===== src/rtl/pipeline_ctrl.sv =====
// Pipeline hazard controller: stalls, flushes, redirect and halt sequencing.
// Also tracks sticky halt status and a saturating stall-cycle count.
module pipeline_ctrl (
    input  logic        CLK,
    input  logic        nRST,
    input  logic        ihit,
    input  logic        dhit,
    input  logic        mem_dREN,
    input  logic        mem_dWEN,
    input  logic        ex_dREN,
    input  logic [4:0]  ex_rt,
    input  logic [4:0]  id_rs,
    input  logic [4:0]  id_rt,
    input  logic        br_taken,
    input  logic        mem_halt,
    output logic        pc_en,
    output logic        ifid_en,
    output logic        idex_en,
    output logic        exmem_en,
    output logic        memwb_en,
    output logic        ifid_flush,
    output logic        idex_flush,
    output logic        exmem_flush,
    output logic        memwb_flush,
    output logic        halted,
    output logic [15:0] stall_cnt
);

    typedef enum logic [1:0] {RUN, MEMWAIT, REDIRECT, HALT} state_t;

    state_t     state, nxt;
    logic [4:0] en;
    logic [3:0] fl;
    logic       memop, lduse;

    assign memop = mem_dREN | mem_dWEN;
    assign lduse = ex_dREN && (ex_rt != 5'd0)
                 && ((ex_rt == id_rs) || (ex_rt == id_rt));

    assign {pc_en, ifid_en, idex_en, exmem_en, memwb_en} = en;
    assign {ifid_flush, idex_flush, exmem_flush, memwb_flush} = fl;

    always_comb begin
        nxt = state;
        en  = 5'b00000;
        fl  = 4'b0000;
        unique case (state)
            RUN, REDIRECT: begin
                // halt and data miss outrank everything, even a pending redirect
                if (mem_halt) begin
                    en  = 5'b00001;
                    nxt = HALT;
                end else if (memop && !dhit) begin
                    fl  = 4'b0001;
                    nxt = MEMWAIT;
                end else if (state == REDIRECT) begin
                    en = {ihit, 4'b1111};
                    fl = {!ihit, 3'b000};
                    if (ihit) nxt = RUN;
                end else if (br_taken) begin
                    en  = 5'b11111;
                    fl  = 4'b1110;
                    nxt = REDIRECT;
                end else if (lduse) begin
                    en = 5'b00111;
                    fl = 4'b0100;
                end else if (!ihit) begin
                    en = 5'b01111;
                    fl = 4'b1000;
                end else begin
                    en = 5'b11111;
                end
            end
            MEMWAIT: begin
                if (dhit) begin
                    en  = {ihit, 4'b1111};
                    fl  = {!ihit, 3'b000};
                    nxt = RUN;
                end else begin
                    fl = 4'b0001;
                end
            end
            HALT: nxt = HALT;
            default: nxt = RUN;
        endcase
    end

    always_ff @(posedge CLK or negedge nRST) begin
        if (!nRST) begin
            state     <= RUN;
            halted    <= 1'b0;
            stall_cnt <= 16'd0;
        end else begin
            state <= nxt;
            if (nxt == HALT) halted <= 1'b1;
            if (!pc_en && state != HALT && stall_cnt != 16'hFFFF)
                stall_cnt <= stall_cnt + 16'd1;
        end
    end

endmodule


===== config.mk =====
export PLATFORM = sky130hd
export DESIGN_NAME = pipeline_ctrl
export DESIGN_NICKNAME = d
export VERILOG_FILES = /design/src/rtl/pipeline_ctrl.sv
export SDC_FILE = /design/constraint.sdc
export NUM_CORES = 1
export LEC_CHECK = 0
export BUFFER_PORTS_ARGS = -buffer_cell sky130_fd_sc_hd__buf_2
export CORE_MARGIN = 2
export CORE_UTILIZATION = 43
export DETAILED_ROUTE_END_ITERATION = 8
export PLACE_DENSITY = 0.76
export SYNTH_ARGS = -nofsm -noshare
export SYNTH_HDL_FRONTEND = slang
export SYNTH_SLANG_ARGS = --single-unit
export TNS_END_PERCENT = 5

===== constraint.sdc =====
create_clock -name CLK -period 1.8 [get_ports CLK]
set_input_delay 0.09 -clock CLK [delete_from_list [all_inputs] [get_ports CLK]]
set_output_delay 0.09 -clock CLK [all_outputs]
set_load 0.05 [all_outputs]

# ---- Word-level counts from Yosys, hierarchy flattened
# Cells that the tools add are included.
dict set report classes {
  order_cmp 0
  n_shift 0
  addsub 1
  bitwise_logic 1
  div_mod_pow 0
  n_eq_ne 8
  mul 0
  n_reduce_logical 12
  mux 23
}
# op n
set op_table {}
lappend op_table {{$mux W5} 7}
lappend op_table {{$mux W4} 7}
lappend op_table {{$add A16 B1 Y16 const B} 1}
lappend op_table {{$ne A16 B16 Y1 const B} 1}
lappend op_table {{$mux W2} 6}
lappend op_table {{$eq A5 B5 Y1} 2}
lappend op_table {{$pmux W5 S2} 1}
lappend op_table {{$pmux W4 S2} 1}
lappend op_table {{$eq A2 B2 Y1 const B} 3}
lappend op_table {{$pmux W2 S3} 1}
lappend op_table {{$logic_and A1 B1 Y1} 5}
lappend op_table {{$reduce_bool A5 Y1} 1}
lappend op_table {{$logic_not A1 Y1} 3}
lappend op_table {{$eq A2 B1 Y1 const B} 1}
lappend op_table {{$logic_not A2 Y1} 1}
lappend op_table {{$ne A2 B2 Y1 const B} 1}
lappend op_table {{$reduce_or A2 Y1} 1}
lappend op_table {{$logic_or A1 B1 Y1} 1}
lappend op_table {{$or A1 B1 Y1} 1}
dict set report word_totals {
  ram_bits 0
  in_bits 24
  regBits 19
  memories 0
  out_inout_bits 26
  latch_bits 0
  elab_cells 48
  romBits 0
}

# ---- Longest topological paths before layout
dict set report logic_depth {
  ltp_word 12
  mapped_depth 9
  depth_no_buf 8
}

# ---- Worst setup path before layout
# Ideal clock, no wire load.
dict set report synth_timing {
  kind {reg-to-output}
  startpoint {register state[1]}
  endpoint {output port ifid_flush}
  n_path_buf 0
  arrival_time_ns 2.214
  slack_ns -0.504
  path_stages_with_launch 7
  required_ns 1.710
  path_cell_list {dfrtp_1 > or2b_1 > nor2_1 > a21oi_1 > inv_1 > o21ai_0 > a21oi_1}
}
dict set report synth_between {
  elab_chain_cells 5
  elab_cells_between_ends 8
  classes_between {2 x eq/ne; 4 x mux; 2 x reduce/logical}
}
# element line_no
set synth_rtl {}
lappend synth_rtl {{start: declaration} 31} ;# state_t state, nxt;
lappend synth_rtl {{start signal: assignment} 94} ;# state <= nxt;
lappend synth_rtl {{$eq A2 B2 Y1} {47, 56}}
lappend synth_rtl {{$mux W4} 56} ;# end else if (state == REDIRECT) begin
lappend synth_rtl {{$mux W4} 53} ;# end else if (memop && !dhit) begin
lappend synth_rtl {{$mux W4} 50} ;# if (mem_halt) begin
lappend synth_rtl {{$pmux W4 S2 (*)} 47} ;# unique case (state)
lappend synth_rtl {{end: declaration} 21} ;# output logic ifid_flush,
# Mark *: on every way between the ends. The rest lies on a longest branch, timed or not.

# ---- Worst setup path after layout
dict set report layout_timing {
  startpoint {register state[1]}
  endpoint {output port pc_en}
}
dict set report layout_between {
  elab_chain_cells 5
  elab_cells_between_ends 8
  classes_between {2 x eq/ne; 4 x mux; 2 x reduce/logical}
}
# element line_no
set layout_rtl {}
lappend layout_rtl {{$eq A2 B2 Y1} {47, 56}}
lappend layout_rtl {{$mux W5} 56}
lappend layout_rtl {{$mux W5} 53}
lappend layout_rtl {{$mux W5} 50}
lappend layout_rtl {{$pmux W5 S2 (*)} 47}
lappend layout_rtl {{end: declaration} 16} ;# output logic pc_en,
# Marked as above.

==> impl_metrics.env <==
export IMPL_synth_area_sq_um=1240
export IMPL_die_area_sq_um=3320
export IMPL_finalSetupViolations=15
export IMPL_finalClockSkew_ps=3.92
export IMPL_mostFrequentLayoutCells="buf_2 (44), xnor2_1 (15), dfrtp_1 (14), nor2_1 (13)"
export IMPL_failed_checks="setup timing"
export IMPL_grt_pass1_vias=1181
export IMPL_grtUsageTotal=0.193
export IMPL_switching_share=0.503
export IMPL_p_clk_frac=0.096
export IMPL_htreeDepth=1
export IMPL_ys_ff_latch=19
export IMPL_hold_start="mem_halt"
export IMPL_grt_max_degree=20
export IMPL_relSlewSlack=0.717
export IMPL_worstPathArrival_ps=1900
export IMPL_area_growth_pct=39.6
export IMPL_path_cells="or2b_1 -> nor2_1 -> a2111o_2 -> o221ai_4 -> buf_12 -> clkinvlp_4 -> buf_6"
export IMPL_ff2ff_setup_slack_ps=-130
export IMPL_cp_end_kind="primary output"
export IMPL_slowest_stage="a2111o_2"
export IMPL_layout_nets=217
export IMPL_finalHoldViolCount=0
export IMPL_drtPass1Iterations=5
export IMPL_finalPower_mw=2.31
export IMPL_hold_depth=3
export IMPL_placed_area_sq_um=1650
export IMPL_synth_nets=151
export IMPL_synth_top_area_cell="dfrtp_1"
export IMPL_worst_slack_ps=-192
export IMPL_worstReg2RegStart="state[1]"
export IMPL_cts_root_buf="clkbuf_4"
export IMPL_seqPwrFrac=0.271
export IMPL_mostFrequentLayoutCell="buf_2"
export IMPL_start_util=0.453
export IMPL_n_antenna_cell=0
export IMPL_die_w_um=57.6
export IMPL_viasPerCell=5.23
export IMPL_numPortBuffers=49
export IMPL_rr_worst_depth=8
export IMPL_clkSinkCount=19
export IMPL_synth_top_area_frac=0.384
export IMPL_gp_congestion=0.784
export IMPL_path_max_fanout=4
export IMPL_fin_setup_tns_ps=-1430
export IMPL_pre_cts_ws_ps=-2.32
export IMPL_synthTopCellsByArea="dfrtp_1 (38%), xnor2_1 (11%), nand3_2 (7.3%)"
export IMPL_p_leak_nw=0.825
export IMPL_crit_required_ps=1710
export IMPL_drc=0
export IMPL_synth_cell_types=32
export IMPL_antenna_found_initial=0
export IMPL_rsz0062_at_grt="yes"
export IMPL_cp_start_kind="register"
export IMPL_ir_worst_vdd_mv=1.00
export IMPL_wl_mm=2.88
export IMPL_fillers=242
export IMPL_critical_path_class="register to primary output"
export IMPL_core_area_sq_um=2730
export IMPL_clk_path_buf_depth=2
export IMPL_worstReg2RegEnd="stall_cnt[9]"
export IMPL_tightest_slew_ps=425
export IMPL_drtIter0Drc=36
export IMPL_clkTransAtPathRegs_ps=110
export IMPL_period_share=1.11
export IMPL_postLayoutCellArea_sq_um=1730
export IMPL_num_vias=1162
export IMPL_utilization=0.632
export IMPL_routedWlPerCell_um=13.0
export IMPL_status="finished, violations left"
export IMPL_avgSynthCellArea_sq_um=9.82
export IMPL_switching_power_mw=1.16
export IMPL_die_h_um=57.6
export IMPL_dp_hpwl_mm=2.29
export IMPL_intPower_mw=1.15
export IMPL_overflow=0
export IMPL_clk_latency_ps=300
export IMPL_synth_warnings=0
export IMPL_cts_tree="built"
export IMPL_drv_slew=0
export IMPL_ys_seq_area_frac=0.384
export IMPL_cts_buffers=3
export IMPL_min_to="halted"
export IMPL_syn_inst=126
export IMPL_grt_pass1_wl_mm=5.04
export IMPL_layout_drive_gt1_share=0.513
export IMPL_max_cap_viol_count=0
export IMPL_ios=50
export IMPL_slowest_delay_ps=430
export IMPL_powerDensity_nw_per_um2=1330
export IMPL_holdCritPathClass="primary input to register"
export IMPL_comb_power_share=0.633
export IMPL_clock_fmax_ghz=0.502
export IMPL_period_minus_slack_ps=1990
export IMPL_ant_nets=0
export IMPL_rows=19
## cells in the mapped netlist
cell and number:
o31ai_1 1, nor3_1 2, nor2_1 13, xor2_1 10, a2111o_2 1, mux2_4 1, nand4_1 3, o21ai_1 1
o221ai_4 1, nor2b_1 1, or2b_1 1, a21oi_1 4, dfrtp_1 19, and2_1 1, and3_1 11, xnor2_1 15
inv_2 1, nand3_1 4, nand2_2 1, buf_4 1, a21boi_4 1, or4_1 1, or2_2 1, ha_1 1
and4b_1 1, buf_6 2, inv_1 5, a22oi_1 2, o21ai_0 3, nand2_1 7, nand3_2 9, o211a_1 1
## timing repair
item                                    4_1_cts  5_1_grt
buffers inserted                              2        0
endpoints found under the hold margin        19        0
cloned                                        0        0
resized for setup                             2        6
hold buffers                                  1        0
endpoints found under the setup margin        6       21
pin swaps                                     0        0
## routing by layer
layer / global-route usage / up-vias / part of all wire
met1: 0.230 / 545 / 0.39
met4: 0.0698 / 0 / 0.013
met2: 0.351 / 51 / 0.52
met5: 0 / - / 0
li1: - / 561 / -
met3: 0.0268 / 5 / 0.076
## layout make-up
cell class,instances,area [sq um],share of cell area
clock buffer,4,26.3,0.0152
timing repair buffer,64,405,0.235
tap,31,38.8,0.0224
multi-input combinational,98,746,0.432
sequential,19,482,0.279
inverter,6,30.0,0.0174
## sequential cells by signal, indices dropped and copies added, names as in the netlist
name,flops
state,2
halted,1
stall_cnt,16
## power groups by stage
| stage | Combinational, mW | Sequential [mW] | Clock, mW |
|---|---|---|---|
| after global placement | 1.39 | 0.628 | 0 |
| after CTS | 1.45 | 0.623 | 0.226 |
| after floorplan | 0.736 | 0.909 | 0 |
| final | 1.46 | 0.625 | 0.221 |
| after global routing | 1.56 | 0.640 | 0.245 |
| after detailed placement | 1.42 | 0.632 | 0 |
## kinds of logic (layout without fill, tap and decap cells)
| logic type | count (synthesis) | count (layout) | share of synthesized area |
|---|---|---|---|
| AOI/OAI and AO/OA | 15 | 15 | 0.105 |
| xor gates and xnor gates | 25 | 25 | 0.177 |
| adders and majority gates | 1 | 1 | 0.0101 |
| buffers and inverters | 9 | 74 | 0.0425 |
| DFF | 19 | 19 | 0.384 |
| muxes | 1 | 1 | 0.0121 |
| and+or+nand+nor | 56 | 56 | 0.269 |
## how the worst max path moves through the flow
stage | start | to | cells past startpoint | slack (ps)
CTS | state[1] | pc_en | 7 | -200
finish | state[1] | pc_en | 7 | -190
global placement | state[1] | stall_cnt[9] | 7 | 20
floorplan | stall_cnt[0] | stall_cnt[5] | 7 | -40
global route | state[1] | pc_en | 7 | -330
detailed placement | state[1] | stall_cnt[9] | 7 | -2
## worst max-delay path: cells and delay by family (launching register included)
family	cells	cell delay [ps]
flip-flops	1	410
AO/OA/AOI/OAI	2	640
AND/OR/NAND/NOR	2	190
buffers and inverters	3	340
## stage by stage
step / hold WS [ps] / std cells
final: 35.0 / 222
after global routing: 34.7 / 222
after CTS: 26.8 / 222
after detailed placement: 52.6 / 215
after global placement: 38.6 / 215
after floorplan: -206 / 126
(Power assumes the default switching activity.)
